## src/rtl/output_tx_unit_pkg.sv

```systemverilog
// Shared definitions for the Mano output transmit unit.
// - tx_state_t : FSM state encoding (also exposed on the STATE debug port)
// - OUTR_W     : width of the output register OUTR
// - FRAME_BITS : serial frame length in bit periods (start + 8 data + stop)
package output_tx_unit_pkg;

  typedef enum logic [1:0] {
    IDLE  = 2'd0,
    START = 2'd1,
    DATA  = 2'd2,
    STOP  = 2'd3
  } tx_state_t;

  localparam int OUTR_W     = 8;
  localparam int FRAME_BITS = 10;

endpackage

```

## src/rtl/output_tx_unit_baud.sv

```systemverilog
// Bit-period timer for the transmit unit.
// Ports:
//   CLK      : system clock
//   NCLR     : synchronous active-low clear
//   clr      : restart the bit period (asserted on the frame-capture edge)
//   bit_done : one-cycle tick during the last cycle of each bit period
// The count runs 0..CLKS_PER_BIT-1 and wraps. It free-runs while idle; the
// FSM ignores the tick outside a frame and realigns it with clr at capture.
module tx_baud_counter #(
  parameter int CLKS_PER_BIT = 16
) (
  input  logic CLK,
  input  logic NCLR,
  input  logic clr,
  output logic bit_done
);

  localparam int CW = (CLKS_PER_BIT > 1) ? $clog2(CLKS_PER_BIT) : 1;
  localparam logic [CW-1:0] LAST = CW'(CLKS_PER_BIT - 1);

  logic [CW-1:0] cnt;

  always_ff @(posedge CLK) begin
    if (!NCLR) begin
      cnt <= '0;
    end else if (clr || (cnt == LAST)) begin
      cnt <= '0;
    end else begin
      cnt <= cnt + CW'(1);
    end
  end

  assign bit_done = (cnt == LAST);

endmodule

```

## src/rtl/output_tx_unit.sv

```systemverilog
// Mano computer output peripheral: OUTR register, FGO flag and an 8N1
// serial transmitter on TXD.
// Ports:
//   CLK   : system clock, all state updates on the rising edge
//   NCLR  : synchronous active-low clear, wins over LD
//   D     : character from AC[7:0], sampled only on an accepted LD
//   LD    : one-cycle load strobe from OUT decode
//   FGO   : 1 = OUTR empty, ready for a new character
//   TXD   : serial line, idles high
//   BUSY  : frame in progress, always ~FGO
//   STATE : current FSM state (debug visibility)
// Handshake: LD is accepted only on an edge where FGO=1; LD while FGO=0 is
// dropped without effect, so software must poll FGO (or use its interrupt).
module output_tx_unit
  import output_tx_unit_pkg::*;
#(
  parameter int CLKS_PER_BIT = 16,
  parameter int DATA_BITS    = OUTR_W
) (
  input  logic                 CLK,
  input  logic                 NCLR,
  input  logic [DATA_BITS-1:0] D,
  input  logic                 LD,
  output logic                 FGO,
  output logic                 TXD,
  output logic                 BUSY,
  output logic [1:0]           STATE
);

  tx_state_t            state, state_n;
  logic [DATA_BITS-1:0] outr, outr_n;
  logic                 fgo, fgo_n;
  logic                 txd, txd_n;
  logic [2:0]           idx, idx_n;
  logic                 baud_clr;
  logic                 bit_done;

  tx_baud_counter #(
    .CLKS_PER_BIT(CLKS_PER_BIT)
  ) u_baud (
    .CLK      (CLK),
    .NCLR     (NCLR),
    .clr      (baud_clr),
    .bit_done (bit_done)
  );

  always_ff @(posedge CLK) begin
    if (!NCLR) begin
      state <= IDLE;
      outr  <= '0;
      fgo   <= 1'b1;
      txd   <= 1'b1;
      idx   <= '0;
    end else begin
      state <= state_n;
      outr  <= outr_n;
      fgo   <= fgo_n;
      txd   <= txd_n;
      idx   <= idx_n;
    end
  end

  // TXD is registered: each bit value is loaded on the edge that ends the
  // previous bit, so the start bit appears on the very edge that captures LD.
  always_comb begin
    state_n  = state;
    outr_n   = outr;
    fgo_n    = fgo;
    txd_n    = txd;
    idx_n    = idx;
    baud_clr = 1'b0;
    case (state)
      IDLE: begin
        txd_n = 1'b1;
        fgo_n = 1'b1;
        if (LD) begin
          outr_n   = D;
          txd_n    = 1'b0;
          fgo_n    = 1'b0;
          baud_clr = 1'b1;
          state_n  = START;
        end
      end
      START: begin
        if (bit_done) begin
          state_n = DATA;
          idx_n   = '0;
          txd_n   = outr[0];
        end
      end
      DATA: begin
        if (bit_done) begin
          if (idx == 3'(DATA_BITS - 1)) begin
            txd_n   = 1'b1;
            state_n = STOP;
          end else begin
            idx_n = idx + 3'd1;
            txd_n = outr[idx + 3'd1];
          end
        end
      end
      STOP: begin
        if (bit_done) begin
          state_n = IDLE;
          fgo_n   = 1'b1;
        end
      end
      default: begin
        state_n = IDLE;
        txd_n   = 1'b1;
        fgo_n   = 1'b1;
      end
    endcase
  end

  assign FGO   = fgo;
  assign TXD   = txd;
  assign BUSY  = ~fgo;
  assign STATE = state;

endmodule

```

## config.mk

```make
export PLATFORM = sky130hd
export DESIGN_NAME = output_tx_unit
export DESIGN_NICKNAME = d
export VERILOG_FILES = /design/src/rtl/output_tx_unit_pkg.sv /design/src/rtl/output_tx_unit_baud.sv /design/src/rtl/output_tx_unit.sv
export SDC_FILE = /design/constraint.sdc
export NUM_CORES = 1
export LEC_CHECK = 0
export BUFFER_PORTS_ARGS = -buffer_cell sky130_fd_sc_hd__buf_2
export CAP_MARGIN = 30
export CORE_UTILIZATION = 57
export DETAILED_ROUTE_END_ITERATION = 6
export GPL_TIMING_DRIVEN = 0
export HOLD_SLACK_MARGIN = 0.1
export MAX_ROUTING_LAYER = met4
export PLACE_DENSITY_LB_ADDON = 0.12
export SLEW_MARGIN = 20
export SYNTH_ARGS = -nofsm -noshare
export SYNTH_HDL_FRONTEND = slang
export SYNTH_SLANG_ARGS = --single-unit
```

## constraint.sdc

```tcl
create_clock -name CLK -period 2.4 [get_ports CLK]
set_clock_uncertainty 0.1 [all_clocks]
set_input_delay 0.12 -clock CLK [delete_from_list [all_inputs] [get_ports CLK]]
set_output_delay 0.12 -clock CLK [all_outputs]
set_load 0.005 [all_outputs]
```

==> qor.txt <==
drt wl/cell = 12.5 µm
Fin Setup TNS = 0 ns
Design Area, Final = 1170 µm²
vias post-DR = 869
syn avg cell area = 8.68 µm²
syn nets = 129
post-CTS sizing = 0
Antenna diodes = 0
Vert. Die Dim = 42.9 µm
TritonCTS clock tree = built
CP startpoint kind = flip-flop
Crit. End Element = flip-flop
pre-CTS WS = 0.637 ns
DR iter-0 viols = 19
FF-to-FF Start = STATE[0]
overall global routing resource usage = 24.4%
Inst Count DP = 141
Via density = 5.64
critical path required time = 2.48 ns
setup ws final = 0.597 ns
First-pass DRT Iterations = 4
TritonCTS Sinks = 19
maximum clock rate = 555 MHz
outcome = finished clean
Yosys top cell by area = dfxtp_1
Clock Tree Root = clkbuf_4
Placed Instance Area = 1050 µm²
Max Cap Viol = 0
worst-margin pin slew = 0.427 ns
CTS H-tree lvls = 1
# rows = 14
first-pass GRT wire length = 3310 µm
crit path max fanout = 9
DPL Wire Length = 1430 µm
Setup CP Type = reg -> reg
Worst slew margin = 71.5%
Critical Path Sink = TXD
Yosys reg bits = 19
final hold vios = 0
ys flop type = dfxtp_1
Post-Route Utilization = 75.6%
post-CTS setup buffer count = 0
synth warn = 0
Clk pwr share = 17.8%
largest net degree at the start of global routing = 11
CTS Hold Buffers Added = 9
Post-synth EDFFs = 0
area grow syn2layout = 22.1%
Starting Density = 61.9%
top-area cell type share of the netlist area = 39.8%
part of the power in registers = 45.6%
leading post-synthesis cells by cell area = dfxtp_1, ha_1, nand2_1, a21oi_1, mux4_2
number of global-route vias before repair = 799
slowest stage delay, CP = 0.40 ns
number of setup violations in the final report = 0
GRT overflow = 0
Ports = 16
slowest cell on the critical path = dfxtp_1
Final min period = 1.80 ns
power density over the cells = 776 nW/µm²
Async SR Flop Fraction = 0%
ANT nets after route = 0
worst skew pair latency = 0.30 ns
# DRC = 0
worst hold path class = in -> reg
Die Span X = 42.9 µm
combinational group share of total power = 36.6%
Finished Layout Cells = 154
R2R depth = 6
core area = 1540 µm²
Switch Pwr = 0.000312 W
number of port buffers = 15
reg2reg end = TXD
switching part of the total = 34.5%
Synth Instances = 110
most instantiated library cell after synthesis = nand2_1
cts bufs inserted = 3
RSZ-0062 raised after global routing = no
initial antenna violation count = 0
fill count = 120
final WL = 1930 µm
P_int = 0.000593 W
CP startpoint = STATE[0]
cell area after synthesis = 955 µm²
worst-case clock buffer depth = 2
Final #Nets = 158
Critical Path, Cell by Cell = inv_1 -> ha_1 -> or2_0 -> a21oi_1 -> mux2i_1 -> a32oi_1
share of cells above drive strength 1 = 15.2%
gpl congestion = 0.790
period utilization = 75.1%
die area = 1840 µm²
Worst Path Arrival = 1.88 ns
synth unique cells = 29
Worst VDD drop = 0.550 mV
R2R Setup Slk = 0.60 ns
post-synthesis sequential area ratio = 39.8%
Leak = 0.492 nW
CTS clk-pin slew, worst paths = 0.10 ns
final-report max-slew violation count = 0
commonest cells in the netlist = nand2_1, dfxtp_1, a21oi_1, ha_1, nor2_1
-- per-layer routing --
layer | GRT usage (%) | wire (µm)
met4 | 7.50 | 10
met3 | 7.66 | 73
met1 | 29.5 | 887
met2 | 38.8 | 953
met5 | - | 0
-- how the worst min path moves through the flow --
stage / slack [ns] / start / endpoint / depth (start not counted)
3_5_place_dp: 0.27 / D[0] / outr[0] / 3
3_3_place_gp: 0.26 / D[5] / outr[5] / 3
4_1_cts: 0.14 / LD / TXD / 4
2_1_floorplan: 0.1 / NCLR / FGO / 1
6_report: 0.15 / LD / TXD / 4
5_1_grt: 0.15 / LD / TXD / 4
-- state kept, by name, indices dropped and copies added, names as in the netlist --
register / count
u_baud.cnt: 4
STATE: 2
FGO: 1
idx: 3
TXD: 1
outr: 8
-- cell usage in the layout (no fill, tap or decap), types with 3 or more instances in the layout --
| master | netlist | final |
|---|---|---|
| a211oi_1 | 3 | 3 |
| dfxtp_1 | 19 | 19 |
| nor2b_1 | 3 | 3 |
| a21oi_1 | 14 | 14 |
| inv_1 | 6 | 6 |
| mux2i_1 | 3 | 3 |
| dlygate4sd3_1 | 0 | 9 |
| nand2_1 | 22 | 22 |
| buf_2 | 0 | 15 |
| clkbuf_4 | 0 | 3 |
| ha_1 | 8 | 8 |
| nor2_1 | 7 | 7 |
| clkbuf_1 | 2 | 3 |
-- power by group through the flow --
stage	combinational [W]	clock (W)	sequential (W)
global route	0.000367	0.000173	0.000420
detailed placement	0.000320	0	0.000419
finish	0.000331	0.000161	0.000412
floorplan	0.000227	0	0.000414
global placement	0.000304	0	0.000417
CTS	0.000333	0.000168	0.000412
-- final cells by class --
cell class	instances	area (µm²)	area share, %
multi-input cells	83	544	46.7
flip-flops and latches	19	380	32.6
repair buffers	24	165	14.2
clock buffers	4	26.3	2.25
inverters	6	22.5	1.93
well taps	16	20.0	1.72
plain buffers	2	7.51	0.644
-- worst max-delay path, delay by kind of cell, from the launching register on --
kind | cells | cell delay [ns]
buffers and inverters | 1 | 0.11
and+or+nand+nor | 1 | 0.25
DFF | 1 | 0.40
adders and majority gates | 1 | 0.30
muxes | 1 | 0.22
AOI/OAI and AO/OA | 2 | 0.30
-- logic make-up after synthesis --
family          count (synthesis)  share of synthesized area, %
flops                          19                          39.8
simple gates                   44                          21.6
xor+xnor                        2                          1.84
fa+ha+maj                       8                          10.5
mux                             5                          7.86
compound gates                 24                          15.2
buf+inv                         8                          3.15
-- stage by stage --
stage          total power [W]  hold slack [ns]
6_report              0.000905            0.151
5_1_grt               0.000961            0.154
4_1_cts               0.000913            0.142
3_5_place_dp          0.000739            0.266
3_3_place_gp          0.000721            0.260
2_1_floorplan         0.000642           0.0962
Power figures use the tool's default switching activity.
